### config.mk
export PLATFORM = sky130hd
export DESIGN_NAME = instr_prefetch_buffer_flat
export DESIGN_NICKNAME = d
export VERILOG_FILES = /design/src/rtl/instr_prefetch_buffer_pkg.sv /design/src/rtl/instr_prefetch_buffer_if.sv /design/src/rtl/instr_prefetch_buffer_fifo.sv /design/src/rtl/instr_prefetch_buffer.sv /design/src/flat_wrapper.sv
export SDC_FILE = /design/constraint.sdc
export NUM_CORES = 1
export LEC_CHECK = 0
export BUFFER_PORTS_ARGS = -buffer_cell sky130_fd_sc_hd__buf_2
export CORE_AREA = 4 4 150 152
export CTS_BUF_LIST = sky130_fd_sc_hd__clkbuf_8
export DETAILED_ROUTE_END_ITERATION = 10
export DIE_AREA = 0 0 154 156
export PLACE_DENSITY = 0.87
export SLEW_MARGIN = 20
export SYNTH_ARGS = -nofsm -noshare
export SYNTH_HDL_FRONTEND = slang
export SYNTH_SLANG_ARGS = --single-unit
### constraint.sdc
create_clock -name clk -period 7.8 [get_ports clk]
set_input_delay 1.95 -clock clk [delete_from_list [all_inputs] [get_ports clk]]
set_output_delay 1.95 -clock clk [all_outputs]
set_load 0.02 [all_outputs]
### src/rtl/instr_prefetch_buffer_pkg.sv
// Shared instruction-fetch types and constants used by the prefetcher and its FIFO.
package instruction_utils;

  localparam logic [31:0] RV_NOP = 32'h0000_0013;

  typedef struct packed {
    logic [31:0] instr;
    logic [31:0] pc;
  } fetch_entry_t;

  function automatic logic [31:0] align_pc(input logic [31:0] pc);
    return {pc[31:2], 2'b00};
  endfunction

endpackage

### src/rtl/instr_prefetch_buffer_if.sv
// Memory-side and core-side signals of the instruction prefetcher.
// master = prefetcher, slave = memory/core environment.
interface instr_prefetch_buffer_if;
  logic        imem_req_valid;
  logic        imem_req_ready;
  logic [31:0] imem_addr;
  logic        imem_rsp_valid;
  logic [31:0] imem_rsp_data;
  logic        ex_if_branch_taken;
  logic [31:0] ex_if_branch_target;
  logic        stall;
  logic        if_id_valid;
  logic [31:0] if_id_instr_data;
  logic [31:0] if_id_pc;

  modport master (
    output imem_req_valid, imem_addr, if_id_valid, if_id_instr_data, if_id_pc,
    input  imem_req_ready, imem_rsp_valid, imem_rsp_data,
           ex_if_branch_taken, ex_if_branch_target, stall
  );

  modport slave (
    input  imem_req_valid, imem_addr, if_id_valid, if_id_instr_data, if_id_pc,
    output imem_req_ready, imem_rsp_valid, imem_rsp_data,
           ex_if_branch_taken, ex_if_branch_target, stall
  );
endinterface

### src/rtl/instr_prefetch_buffer_fifo.sv
// Synchronous FIFO of fetch entries with push/pop/clear; head is read straight
// from the storage array, so a pushed entry becomes visible the following cycle.
module prefetch_fifo
  import instruction_utils::*;
#(
  parameter  int DEPTH = 4,
  localparam int AW    = $clog2(DEPTH),
  localparam int CW    = $clog2(DEPTH + 1)
) (
  input  logic         clk,
  input  logic         rst,
  input  logic         clear,
  input  logic         push,
  input  fetch_entry_t push_data,
  input  logic         pop,
  output fetch_entry_t head,
  output logic [CW-1:0] count,
  output logic         empty,
  output logic         full
);

  fetch_entry_t  mem [DEPTH];
  logic [AW-1:0] wr_ptr;
  logic [AW-1:0] rd_ptr;
  logic          do_push;
  logic          do_pop;

  assign empty   = (count == '0);
  assign full    = (count == CW'(DEPTH));
  assign do_pop  = pop && !empty;
  assign do_push = push && (!full || do_pop);

  always_ff @(posedge clk or posedge rst) begin
    if (rst) begin
      wr_ptr <= '0;
      rd_ptr <= '0;
      count  <= '0;
    end else if (clear) begin
      wr_ptr <= '0;
      rd_ptr <= '0;
      count  <= '0;
    end else begin
      if (do_push) wr_ptr <= wr_ptr + AW'(1);
      if (do_pop)  rd_ptr <= rd_ptr + AW'(1);
      if (do_push && !do_pop)      count <= count + CW'(1);
      else if (!do_push && do_pop) count <= count - CW'(1);
    end
  end

  always_ff @(posedge clk) begin
    if (do_push && !clear) mem[wr_ptr] <= push_data;
  end

  assign head = mem[rd_ptr];

endmodule

### src/rtl/instr_prefetch_buffer.sv
// In-order instruction prefetcher: sequential word fetches, PC-tagged FIFO, branch flush.
// Optional same-cycle response bypass to the core when built with PREFETCH_BYPASS_EN.
module instr_prefetch_buffer
  import instruction_utils::*;
#(
  parameter int          DEPTH           = 4,
  parameter int          MAX_OUTSTANDING = 2,
  parameter logic [31:0] RESET_PC        = 32'h0000_0000
) (
  input logic clk,
  input logic rst,
  instr_prefetch_buffer_if.master bus
);

  localparam int CW = $clog2(DEPTH + 1);
  localparam int OW = $clog2(MAX_OUTSTANDING + 1);
  localparam int SW = CW + 1;
  localparam logic [OW-1:0] MAX_OUT = OW'(MAX_OUTSTANDING);

  logic [31:0]   fetch_pc;
  logic [31:0]   resp_pc;
  logic [OW-1:0] outstanding;
  logic [OW-1:0] outstanding_nxt;
  logic [OW-1:0] discard_cnt;
  logic [SW-1:0] occupancy;

  logic flush;
  logic req_valid;
  logic req_fire;
  logic rsp_live;
  logic rsp_keep;
  logic bypass;
  logic push;
  logic pop;

  fetch_entry_t  rsp_entry;
  fetch_entry_t  head;
  logic [CW-1:0] count;
  logic          empty;
  logic          full;

  assign flush = bus.ex_if_branch_taken;

  // A response with nothing outstanding can only be a leftover from before a reset.
  assign rsp_live = bus.imem_rsp_valid && (outstanding != '0);
  assign rsp_keep = rsp_live && !flush && (discard_cnt == '0);

  // Reserving a slot per outstanding request means every response always fits.
  assign occupancy = {1'b0, count} + SW'(outstanding);
  assign req_valid = !rst && !flush && !full && (outstanding < MAX_OUT) &&
                     (occupancy < SW'(DEPTH));
  assign req_fire  = req_valid && bus.imem_req_ready;

  assign outstanding_nxt = outstanding + OW'(req_fire) - OW'(rsp_live);

  assign bus.imem_req_valid = req_valid;
  assign bus.imem_addr      = fetch_pc;

`ifdef PREFETCH_BYPASS_EN
  assign bypass = rsp_keep && empty;
  assign push   = rsp_keep && !(bypass && !bus.stall);
`else
  assign bypass = 1'b0;
  assign push   = rsp_keep;
`endif

  assign pop       = !empty && !bus.stall;
  assign rsp_entry = '{instr: bus.imem_rsp_data, pc: resp_pc};

  prefetch_fifo #(.DEPTH(DEPTH)) u_fifo (
    .clk       (clk),
    .rst       (rst),
    .clear     (flush),
    .push      (push),
    .push_data (rsp_entry),
    .pop       (pop),
    .head      (head),
    .count     (count),
    .empty     (empty),
    .full      (full)
  );

  always_ff @(posedge clk or posedge rst) begin
    if (rst) begin
      fetch_pc    <= RESET_PC;
      resp_pc     <= RESET_PC;
      outstanding <= '0;
      discard_cnt <= '0;
    end else if (flush) begin
      // Everything still in flight after this cycle belongs to the old stream.
      fetch_pc    <= align_pc(bus.ex_if_branch_target);
      resp_pc     <= align_pc(bus.ex_if_branch_target);
      outstanding <= outstanding_nxt;
      discard_cnt <= outstanding_nxt;
    end else begin
      outstanding <= outstanding_nxt;
      if (req_fire) fetch_pc <= fetch_pc + 32'd4;
      if (rsp_keep) resp_pc <= resp_pc + 32'd4;
      else if (rsp_live && (discard_cnt != '0)) discard_cnt <= discard_cnt - OW'(1);
    end
  end

  always_comb begin
    bus.if_id_valid      = !empty;
    bus.if_id_instr_data = empty ? RV_NOP : head.instr;
    bus.if_id_pc         = empty ? resp_pc : head.pc;
    if (bypass) begin
      bus.if_id_valid      = 1'b1;
      bus.if_id_instr_data = bus.imem_rsp_data;
      bus.if_id_pc         = resp_pc;
    end
  end

endmodule

### src/flat_wrapper.sv
// flat-port wrapper written by rule: the top's interface ports become plain ports
module instr_prefetch_buffer_flat import instruction_utils::*;
#(
  parameter int          DEPTH           = 4,
  parameter int          MAX_OUTSTANDING = 2,
  parameter logic [31:0] RESET_PC        = 32'h0000_0000
)
  (clk, rst, bus_imem_req_valid, bus_imem_addr, bus_if_id_valid, bus_if_id_instr_data, bus_if_id_pc, bus_imem_req_ready, bus_imem_rsp_valid, bus_imem_rsp_data, bus_ex_if_branch_taken, bus_ex_if_branch_target, bus_stall);
  instr_prefetch_buffer_if bus_i ();
  input logic clk;
  input logic rst;
  output wire logic [$bits(bus_i.imem_req_valid)-1:0] bus_imem_req_valid;
  output wire logic [$bits(bus_i.imem_addr)-1:0] bus_imem_addr;
  output wire logic [$bits(bus_i.if_id_valid)-1:0] bus_if_id_valid;
  output wire logic [$bits(bus_i.if_id_instr_data)-1:0] bus_if_id_instr_data;
  output wire logic [$bits(bus_i.if_id_pc)-1:0] bus_if_id_pc;
  input wire logic [$bits(bus_i.imem_req_ready)-1:0] bus_imem_req_ready;
  input wire logic [$bits(bus_i.imem_rsp_valid)-1:0] bus_imem_rsp_valid;
  input wire logic [$bits(bus_i.imem_rsp_data)-1:0] bus_imem_rsp_data;
  input wire logic [$bits(bus_i.ex_if_branch_taken)-1:0] bus_ex_if_branch_taken;
  input wire logic [$bits(bus_i.ex_if_branch_target)-1:0] bus_ex_if_branch_target;
  input wire logic [$bits(bus_i.stall)-1:0] bus_stall;
  assign bus_imem_req_valid = bus_i.imem_req_valid;
  assign bus_imem_addr = bus_i.imem_addr;
  assign bus_if_id_valid = bus_i.if_id_valid;
  assign bus_if_id_instr_data = bus_i.if_id_instr_data;
  assign bus_if_id_pc = bus_i.if_id_pc;
  assign bus_i.imem_req_ready = bus_imem_req_ready;
  assign bus_i.imem_rsp_valid = bus_imem_rsp_valid;
  assign bus_i.imem_rsp_data = bus_imem_rsp_data;
  assign bus_i.ex_if_branch_taken = bus_ex_if_branch_taken;
  assign bus_i.ex_if_branch_target = bus_ex_if_branch_target;
  assign bus_i.stall = bus_stall;
  instr_prefetch_buffer #(.DEPTH(DEPTH), .MAX_OUTSTANDING(MAX_OUTSTANDING), .RESET_PC(RESET_PC)) u_core (.clk(clk), .rst(rst), .bus(bus_i));
endmodule
; Word level (Yosys, flattened, before mapping)
; Memories as Yosys holds them, arrays and structs flattened.
; Index checks and enable logic that the tools add are counted.
; Widths: inputs -> output; s select.
[word_totals]
reg_bits = 75
ramBits = 256
out_inout_bits = 98
elab_cells = 74
memories = 1
[op_classes]
addsub = 10
order_cmp = 2
eq_ne = 2
muxes = 18
reduce_logical = 34
[mem_list]
columns = name, depth, word_bits, read_ports, rd_clocked_by_memory_dff, wr, line_no
row1 = u_core.u_fifo.mem, 4, 64, 1, 0, 1, instr_prefetch_buffer_fifo.sv:22  ; fetch_entry_t mem [DEPTH];
[ops]
columns = op, count
row1 = $mux 32, 6
row2 = $add 32x3->32 const B, 2
row3 = $logic_and 1x1->1, 15
row4 = $mux 2, 7
row5 = $reduce_bool 2->1, 7
row6 = $mux 3, 3
row7 = $logic_not 1->1, 7
row8 = $add 2x1->2 const B, 2
row9 = $add 3x2->4, 1
row10 = $lt 4x3->1 const B, 1
row11 = $add 3x1->3 const B, 1
row12 = $eq 3x3->1 const B, 1
row13 = $logic_not 3->1, 1
row14 = $reduce_bool 3->1, 1
row15 = $sub 3x1->3 const B, 1
row16 = $add 2x1->2, 1
row17 = $logic_not 2->1, 1
row18 = $lt 2x2->1 const B, 1
row19 = $mux 1, 2
row20 = $ne 2x2->1 const B, 1
row21 = $reduce_and 2->1, 1
row22 = $sub 2x1->2, 1
row23 = $sub 2x1->2 const B, 1
row24 = $logic_or 1x1->1, 1

; Longest topological paths before layout
; Gate-level depths: netlist of the first run.
[depth]
word_depth = 11
ltp_mapped = 10
depth_no_buf = 9

; Hierarchy
; From an unflattened synthesis of the first run, not the netlist that was laid out.
[unflattened]
hier_cells = 872
area_unflattened_um2 = 14079.8
[modules_own_cells]
columns = mod, n_inst, cells_each, area_each_um2, seq_area_each_um2
row1 = prefetch_fifo, 1, 383, 9688.0, 7862.5
row2 = instr_prefetch_buffer, 1, 489, 4391.7, 1601.5

; Least setup slack after synthesis of the first run
; No wires, ideal clock.
[synth_timing]
path_type = in2out
start = in bus_ex_if_branch_taken
end = out bus_imem_req_valid
arrival_ns = 2.693
required_time_ns = 5.850
path_slack_ns = 3.157
cell_stages = 3
path_buffers = 1
cell_sequence = buf_2 -> nor4_2 -> and3_1
[synth_between]
elab_chain_cells = 5
[synth_lines]
columns = item, line_no
row1 = from (decl), flat_wrapper.sv:20  ; input wire logic [$bits(bus_i.ex_if_branch_taken)-1:0] bus_ex_if_branch_taken;
row2 = $logic_not 1->1, instr_prefetch_buffer.sv:50  ; assign req_valid = !rst && !flush && !full && (outstanding < MAX_OUT) &&
row3 = $logic_and 1x1->1 (4 in series), instr_prefetch_buffer.sv:50
row4 = to (decl), flat_wrapper.sv:12  ; output wire logic [$bits(bus_i.imem_req_valid)-1:0] bus_imem_req_valid;
; No other way between the ends.

; Worst setup path after layout of the first run
[layout_timing]
start = reg u_core.u_fifo.rd_ptr[0]
end = out bus_if_id_instr_data[4]
[layout_between]
elab_chain_cells = 2
[layout_lines]
columns = item, line_no
row1 = from (decl), instr_prefetch_buffer_fifo.sv:24  ; logic [AW-1:0] rd_ptr;
row2 = from (signal assigned), instr_prefetch_buffer_fifo.sv:44  ; if (do_pop) rd_ptr <= rd_ptr + AW'(1);
row3 = $mem_v2 4x64, --
row4 = $mux 32, instr_prefetch_buffer.sv:105  ; bus.if_id_instr_data = empty ? RV_NOP : head.instr;
row5 = to (decl), flat_wrapper.sv:15  ; output wire logic [$bits(bus_i.if_id_instr_data)-1:0] bus_if_id_instr_data;
; No other way between the ends.

==> results of run 1 <==
registers in the layout, indices dropped and copies added, names as in the netlist:
name,flops
u_core.u_fifo.wr_ptr,2
u_core.outstanding,2
u_core.discard_cnt,2
u_core.u_fifo.count,3
u_core.bus.imem_addr,30
u_core.u_fifo.rd_ptr,2
u_core.resp_pc,30
u_core.u_fifo.mem,248
Yosys cell counts, types with 21 or more instances:
master | count | area (sq um)
edfxtp_1 | 248 | 7447
dfrtp_1 | 71 | 1777
mux4_2 | 62 | 1396
nand2_1 | 61 | 229.0
mux2_2 | 37 | 416.7
nand3_1 | 33 | 165.2
nor2b_1 | 31 | 193.9
nor2_1 | 25 | 93.84
nand4_1 | 24 | 150.1
clkbuf_1 | 23 | 86.33
o211ai_1 | 23 | 172.7
xor2_1 | 21 | 183.9
cells in the final DEF (no fill, tap or decap), drive strengths merged, types with 5 or more instances in the layout:
cell type and n:
nor2b 31, nor2 25, o311ai 11, xnor2 12, nor3 11, or4 6
nor4 7, a21oi 8, inv 32, nand4 24, edfxtp 248, nand2 61
xor2 21, o211ai 23, mux2 38, buf 173, clkinv 14, and3 8
and2 5, nand3 35, mux4 62, o21ai 31, ha 10, clkbuf 52
dfrtp 71
where the power goes:
group          switching, mW  internal [mW]  leakage, nW
Sequential             0.166           1.96         3.10
Clock                  0.606          0.747        0.541
Combinational          0.704          0.571         1.98
critical path, stage by stage (launching register included):
cell and delay, ns:
dfrtp_4 0.91, buf_4 0.60, mux4_2 0.58, or2_2 0.28, buf_2 0.16
per-stage QoR:
stage	total power, mW	setup WS [ns]	hold slack, ns
2_1_floorplan	3.049	3.157	0.4710
3_5_place_dp	3.444	2.891	0.5354
3_3_place_gp	3.405	2.994	0.5110
4_1_cts	4.793	2.632	0.5473
6_report	4.753	2.739	0.5385
5_1_grt	4.986	2.471	0.5722
cell families after synthesis:
logic type / after synthesis / synth area share [%]
flops: 319 / 67.69
simple gates: 226 / 8.998
mux: 101 / 13.46
compound gates: 93 / 4.738
buf+inv: 60 / 1.901
xor+xnor: 33 / 2.121
fa+ha+maj: 11 / 1.065
other cells: 1 / 0.02752
layer usage:
metal | up-vias | share of wire (%)
li1 | 3680 | -
met2 | 463 | 49
met4 | 2 | 2.4
met5 | - | 0.024
met3 | 60 | 8.5
met1 | 4219 | 40
final timing paths:
check,startpoint,end
worst max-delay path,u_core.u_fifo.rd_ptr[0]$_DFFE_PP0P_,bus_if_id_instr_data[4]
worst min-delay path,u_core.bus.imem_addr[20]$_DFFE_PP0P_,u_core.bus.imem_addr[20]$_DFFE_PP0P_
worst max register to register,u_core.discard_cnt[0]$_DFFE_PP0P_,u_core.u_fifo.mem[0][32]$_DFFE_PP_
worst min register to register,u_core.bus.imem_addr[20]$_DFFE_PP0P_,u_core.bus.imem_addr[20]$_DFFE_PP0P_
max in group asynchronous,rst,u_core.bus.imem_addr[27]$_DFFE_PP0P_
min in group asynchronous,rst,u_core.resp_pc[14]$_DFFE_PP0N_
layout make-up:
class | instances | area [sq um]
Fill cell | 1239 | 5359
Tap cell | 275 | 344.1
Inverter | 18 | 67.56
Clock buffer | 52 | 715.7
Clock inverter | 33 | 244.0
Sequential cell | 319 | 9229
Timing Repair Buffer | 173 | 895.9
Multi-Input combinational cell | 468 | 4167
==> impl_metrics.csv, run 1 <==
group,metric,value,unit
detailed_routing,vias,8424,
clock_network,postCtsSetupBuffers,0,
yosys,synth_edf_count,248,
sta,finalCritPeriodShare,64.88,%
floorplanning,dieArea,24020,sq um
global_route,met1_usage,34.41,%
yosys,syn_avg_cell_area,16.15,sq um
layout,postLayoutCellArea,15660,sq um
yosys,ys_types,57,
detailed_routing,first_pass_iters,5,
clock_network,ctsResizeCount,0,
clock_network,clk_latency,0.55,ns
sta,finalMaxSlewViolations,0,
layout,layout-drive-gt1-share,33.58,%
detailed_routing,vias_per_cell,6.296,
clock_network,clockBufferDepth,3,
yosys,yosys_warnings,0,
floorplanning,die_x,154,um
power,p_per_area,303.4,nW/um^2
critical_path,r2r_cells,7,
min_path,hold_depth,1,
detailed_routing,wire_per_inst,21.77,um
yosys,syn_area,13630,sq um
global_route,busiest_layer,"met2",
critical_path,path_class,"reg -> out",
critical_path,cp_max_fo,37,
global_route,grt.overflow.total,0,
global_route,antenna_found_initial,1,
sta,rsz0062_at_grt,"no",
floorplanning,die_height,156,um
layout,stdcell_count,1338,
critical_path,crit_path_end_kind,"output pin",
yosys,synth-seq-cells,319,
sta,worst_pin_slew,1.059,ns
global_route,use_met3,4.605,%
min_path,hp-class,"reg -> reg",
critical_path,critical_path_arrival,3.11,ns
global_route,grt_pass1_vias,8453,
clock_network,cts_tree,"done",
sta,finClkSkew,0.01868,ns
critical_path,required,5.85,ns
critical_path,r2r_setup_slack,4.40,ns
layout,utilization,74.51,%
sta,finalHoldViolations,0,
clock_network,cts-buffers-inserted,49,
run,cap_violations,0,
detailed_routing,ant_nets,0,
sta,relSlewSlack,29.39,%
power,p_leak,5.617,nW
place,dp_cells,1253,
place,portBuffers,161,
place,place.gp.congestion,0.9141,
layout,syn2layout_area_growth,14.94,%
global_route,grt_use_total,24.51,%
yosys,synthCells,844,
floorplanning,io_pins,168,
sta,clock.fmax,0.1976,GHz
power,irDropWorstVdd,0.0001393,V
floorplanning,num_rows,53,
sta,setup_viol,0,
clock_network,clock-root-buffer,"clkbuf_8",
clock_network,cts_sinks,319,
global_route,grt_max_degree,64,
place,placed_area,14700,sq um
status,status,"finished, final reports clean",
detailed_routing,drc,0,
place,hpwl,18.72,mm
yosys,async_reset_ff_share,22.26,%
clock_network,path_clk_slew,0.07,ns
yosys,synth_flop_cell,"edfxtp_1",
yosys,yosysSeqAreaShare,67.69,%
clock_network,cts-hold-fix-buffers,0,
floorplanning,start_util,64.82,%
clock_network,h-tree-depth,2,
detailed_routing,drt_iter0_drc,808,
sta,min_period,5.061,ns
detailed_routing,finalWirelength,29.12,mm
sta,setup_tns,0,ns
layout,diodes,0,
global_route,grt_pass1_wl,46.22,mm
global_route,use_met2,40.02,%
critical_path,cp-start-kind,"flip-flop",
layout,fin_nets,1110,
floorplanning,core,21020,sq um
No activity file was read; power rests on OpenSTA's default activity.
==> run 2: changes to the inputs <==
CORE_AREA = 4 4 164 166   (was 4 4 150 152)
DIE_AREA = 0 0 168 170   (was 0 0 154 156)
PLACE_DENSITY = 0.77   (was 0.87)
clock period = 4.5 ns   (was 7.8 ns; I/O delays follow)
==> impl_metrics.csv, run 2 (synthesis results as in run 1) <==
group,metric,value,unit
clock_network,cts_tree,"done",
floorplanning,core,25620,sq um
status,status,"finished, final reports clean",
sta,layout_setup_ws,0.6330,ns
floorplanning,num_rows,59,
layout,largest_register_ffs,248,
critical_path,critical_path_arrival,2.74,ns
global_route,use_met3,4.669,%
place,hpwl,18.61,mm
critical_path,cp-startpoint,"u_core.u_fifo.rd_ptr[0]$_DFFE_PP0P_",
power,p_per_area,509.4,nW/um^2
global_route,use_met2,31.67,%
layout,largest-register,"u_core.u_fifo.mem",
clock_network,clockBufferDepth,3,
layout,stdcell_count,1405,
detailed_routing,first_pass_iters,8,
clock_network,clock-root-buffer,"clkbuf_8",
critical_path,cp-start-kind,"flip-flop",
layout,final_common_cell,"edfxtp_1",
critical_path,path_class,"reg -> out",
detailed_routing,vias_per_cell,5.851,
clock_network,path_clk_slew,0.06,ns
place,portBuffers,161,
layout,regArea,9229,sq um
global_route,grt_pass1_vias,8458,
power,p_leak,5.626,nW
layout,syn2layout_area_growth,15.46,%
detailed_routing,vias,8220,
critical_path,required,3.38,ns
layout,fin_nets,1114,
floorplanning,io_pins,168,
sta,finalCritPeriodShare,85.93,%
clock_network,clk_latency,0.55,ns
clock_network,cts_sinks,319,
global_route,grt.overflow.total,0,
detailed_routing,wire_per_inst,20.55,um
power,irDropWorstVdd,0.0002504,V
sta,rsz0062_at_grt,"no",
place,dp_cells,1317,
floorplanning,dieArea,28560,sq um
global_route,busiest_layer,"met2",
floorplanning,die_height,170,um
sta,finalHoldViolations,0,
detailed_routing,drc,0,
min_path,hp-class,"reg -> reg",
critical_path,cp_max_fo,32,
sta,worst_pin_slew,0.7516,ns
detailed_routing,ant_nets,0,
sta,finClkSkew,0.01223,ns
critical_path,crit-reg2reg-launch,"u_core.discard_cnt[0]$_DFFE_PP0P_",
place,place.gp.congestion,0.8646,
global_route,antenna_found_initial,0,
global_route,met1_usage,29.32,%
layout,multi_input_area,4167,sq um
detailed_routing,finalWirelength,28.88,mm
detailed_routing,drt_iter0_drc,799,
sta,clock.fmax,0.2586,GHz
layout,fill_cells,1908,
global_route,grt_max_degree,50,
sta,setup_viol,0,
clock_network,postCtsSetupBuffers,0,
critical_path,crit_path_end_kind,"output pin",
place,place_ws,0.9722,ns
min_path,worstHoldStart,"u_core.bus.imem_addr[20]$_DFFE_PP0P_",
run,cap_violations,0,
clock_network,cts-hold-fix-buffers,0,
clock_network,h-tree-depth,2,
power,power,8.014,mW
clock_network,ctsResizeCount,0,
floorplanning,die_x,168,um
global_route,grt_use_total,20.25,%
sta,relSlewSlack,49.71,%
floorplanning,start_util,53.20,%
sta,setup_tns,0,ns
sta,finalMaxSlewViolations,0,
layout,layout-drive-gt1-share,33.21,%
clock_network,cts-buffers-inserted,49,
layout,mostFrequentLayoutCells,"edfxtp_1, buf_2, dfrtp_1",
sta,min_period,3.867,ns
global_route,grt_pass1_wl,46.15,mm
[run 2: cell types whose count changed in the layout (fill, tap and decap cells not counted)]
cell | before | now
inv_6 | 0 | 1
diode_2 | 0 | 1
buf_4 | 12 | 10
clkinv_1 | 8 | 10
bufinv_16 | 4 | 0
clkbuf_8 | 52 | 51
inv_1 | 30 | 36
clkinvlp_4 | 1 | 0
clkinv_4 | 1 | 0
buf_12 | 0 | 6
[run 2: area by class of cell]
cell class,count,area share (%)
repair buffers,177,6.362
flip-flops and latches,319,58.66
multi-input cells,468,26.48
well taps,335,2.664
diodes,1,0.01590
clock buffers,51,4.461
inverters,18,0.4294
clock inverters,36,0.9304
[run 2: critical path, stage by stage, from the launching register on]
cell and delay (ns):
dfrtp_4 0.86, buf_4 0.35, mux4_2 0.52, mux2_2 0.29, buf_2 0.16
[run 2: worst paths after layout]
path | cells past startpoint | endpoint | slack (ns)
max reg2reg | 7 | u_core.u_fifo.mem[2][35]$_DFFE_PP_ | 1.67
min in group asynchronous | 2 | u_core.bus.imem_addr[4]$_DFFE_PP0P_ | 0.65
min reg2reg | 1 | u_core.bus.imem_addr[20]$_DFFE_PP0P_ | 0.54
max in group asynchronous | 3 | u_core.resp_pc[24]$_DFFE_PP0N_ | 2.87
min | 1 | u_core.bus.imem_addr[20]$_DFFE_PP0P_ | 0.54
max | 4 | bus_if_id_pc[26] | 0.63
[run 2: power breakdown]
group	internal, mW	total, mW	switching (mW)
sequential	3.39	3.67	0.282
clock	1.05	2.08	1.04
combinational	1.02	2.26	1.23
[run 2: through the flow]
stage,cell area (sq um),util (%),hold WS (ns)
detailed placement,14880,58.10,0.5259
global route,15730,61.41,0.5629
global placement,14880,58.10,0.5286
finish,15730,61.42,0.5372
floorplan,13640,-,0.4710
CTS,15730,61.41,0.5423
[run 2: per-layer routing]
layer,up-vias,routed length [um]
met5,-,0
li1,3687,-
met4,0,485
met2,368,13510
met3,46,2492
met1,4119,12390
==> run 3: changes to the inputs <==
CORE_AREA = 4 4 156 158   (was 4 4 164 166)
DIE_AREA = 0 0 160 162   (was 0 0 168 170)
PLACE_DENSITY = 0.81   (was 0.77)
clock period = 3.8 ns   (was 4.5 ns; I/O delays follow)
==> impl_metrics.csv, run 3 (synthesis results as in run 1) <==
group,metric,value,unit
place,hpwl,18.39,mm
critical_path,r2r_setup_slack,1.21,ns
sta,relSlewSlack,56.61,%
power,p_leak,5.730,nW
clock_network,clock-root-buffer,"clkbuf_8",
clock_network,cts_sinks,319,
clock_network,clockBufferDepth,3,
clock_network,cts_tree,"done",
floorplanning,die_height,162,um
floorplanning,io_pins,168,
critical_path,cp_max_fo,17,
detailed_routing,drt_iter0_drc,694,
sta,layout_setup_ws,0.3010,ns
sta,finalCritPeriodShare,92.08,%
run,cap_violations,0,
sta,setup_viol,0,
critical_path,cp_cell_sequence,"buf_4 > mux4_2 > mux2_2 > buf_2",
critical_path,path_class,"reg -> out",
critical_path,cp_slowest_stage_delay,0.65,ns
power,irDropWorstVdd,0.0003906,V
layout,largest-register,"u_core.u_fifo.mem",
sta,setup_tns,0,ns
critical_path,crit_path_top_delay_cell,"dfrtp_4",
detailed_routing,vias,8298,
global_route,grt.overflow.total,0,
detailed_routing,first_pass_iters,5,
detailed_routing,drc,0,
power,p_per_area,621.9,nW/um^2
layout,mostFrequentLayoutCells,"edfxtp_1, buf_2, dfrtp_1",
layout,final_common_cell,"edfxtp_1",
place,place_ws,0.7449,ns
place,place.gp.congestion,0.8865,
min_path,hp-class,"in -> async",
detailed_routing,finalWirelength,28.19,mm
floorplanning,core,23120,sq um
place,portBuffers,161,
clock_network,cts-hold-fix-buffers,0,
sta,finalMaxSlewViolations,0,
critical_path,critical_path_arrival,2.55,ns
critical_path,path_buf_inv,2,
sta,finalHoldViolations,0,
floorplanning,dieArea,25920,sq um
floorplanning,num_rows,56,
global_route,grt_use_total,22.03,%
critical_path,cp-start-kind,"flip-flop",
global_route,grt_pass1_vias,8577,
floorplanning,start_util,58.93,%
sta,worst_pin_slew,0.6485,ns
floorplanning,die_x,160,um
critical_path,crit_path_end_kind,"output pin",
sta,finClkSkew,0.03055,ns
sta,min_period,3.499,ns
status,status,"finished, final reports clean",
clock_network,postCtsSetupBuffers,0,
clock_network,path_clk_slew,0.06,ns
detailed_routing,wire_per_inst,20.61,um
layout,diodes,0,
layout,regArea,9229,sq um
layout,largest_register_ffs,248,
global_route,grt_max_degree,65,
clock_network,h-tree-depth,2,
sta,clock.fmax,0.2858,GHz
clock_network,ctsResizeCount,0,
layout,fill_cells,1525,
global_route,grt_pass1_wl,45.66,mm
layout,layout-drive-gt1-share,34.32,%
detailed_routing,ant_nets,0,
layout,syn2layout_area_growth,16.72,%
global_route,antenna_found_initial,0,
layout,multi_input_area,4167,sq um
layout,fin_nets,1122,
clock_network,cts-buffers-inserted,49,
critical_path,cp_top_family,"multiplexers",
clock_network,clk_latency,0.57,ns
critical_path,required,2.85,ns
detailed_routing,vias_per_cell,6.066,
sta,rsz0062_at_grt,"no",
## run 3: stage by stage
step | hold slack, ns | instance area, sq um | total power, mW | std cells | utilization [%]
finish | 0.5141 | 15910 | 9.891 | 1368 | 68.79
detailed placement | 0.5274 | 14910 | 7.135 | 1280 | 64.49
CTS | 0.5086 | 15910 | 10.00 | 1368 | 68.79
global placement | 0.5291 | 14910 | 7.086 | 1280 | 64.49
floorplan | 0.4710 | 13640 | 6.258 | 847 | -
global route | 0.5215 | 15910 | 10.39 | 1368 | 68.79
## run 3: layout make-up
class                      instances  area share (%)
sequential                       319           58.02
multi-input combinational        468           26.20
timing repair buffer             185           6.828
clock buffer                      54           4.673
tap                              290           2.281
clock inverter                    34           1.573
inverter                          18          0.4248
## run 3: per-layer routing
| layer | vias up | routed length, um | global-route usage [%] |
|---|---|---|---|
| li1 | 3703 | - | - |
| met2 | 392 | 13470 | 34.84 |
| met1 | 4153 | 12050 | 32.36 |
| met4 | 0 | 530 | 5.788 |
| met5 | - | 0 | 0 |
| met3 | 50 | 2152 | 4.136 |
## run 3: final timing paths
path | cells after the start | end | startpoint
min | 2 | u_core.outstanding[0]$_DFF_PP0_ | rst
min reg2reg | 1 | u_core.bus.imem_addr[20]$_DFFE_PP0P_ | u_core.bus.imem_addr[20]$_DFFE_PP0P_
max in group asynchronous | 3 | u_core.resp_pc[16]$_DFFE_PP0N_ | rst
max reg2reg | 6 | u_core.u_fifo.mem[1][50]$_DFFE_PP_ | u_core.discard_cnt[0]$_DFFE_PP0P_
min in group clk | 1 | u_core.bus.imem_addr[20]$_DFFE_PP0P_ | u_core.bus.imem_addr[20]$_DFFE_PP0P_
max | 4 | bus_if_id_pc[9] | u_core.u_fifo.rd_ptr[0]$_DFFE_PP0P_
## run 3: worst reg2reg max path, delay by kind of cell, from the launching register on
family,cells,cell delay [ns]
compound gates,2,0.73
fa+ha+maj,1,0.18
buf+inv,2,0.34
flops,1,0.39
simple gates,1,0.65
## run 3: power by group
part	switching (mW)	total [mW]	internal [mW]	leakage (nW)
clock	1.28	2.86	1.58	0.565
combinational	1.50	2.73	1.23	2.07
sequential	0.280	4.30	4.02	3.10
total	3.06	9.89	6.83	5.73
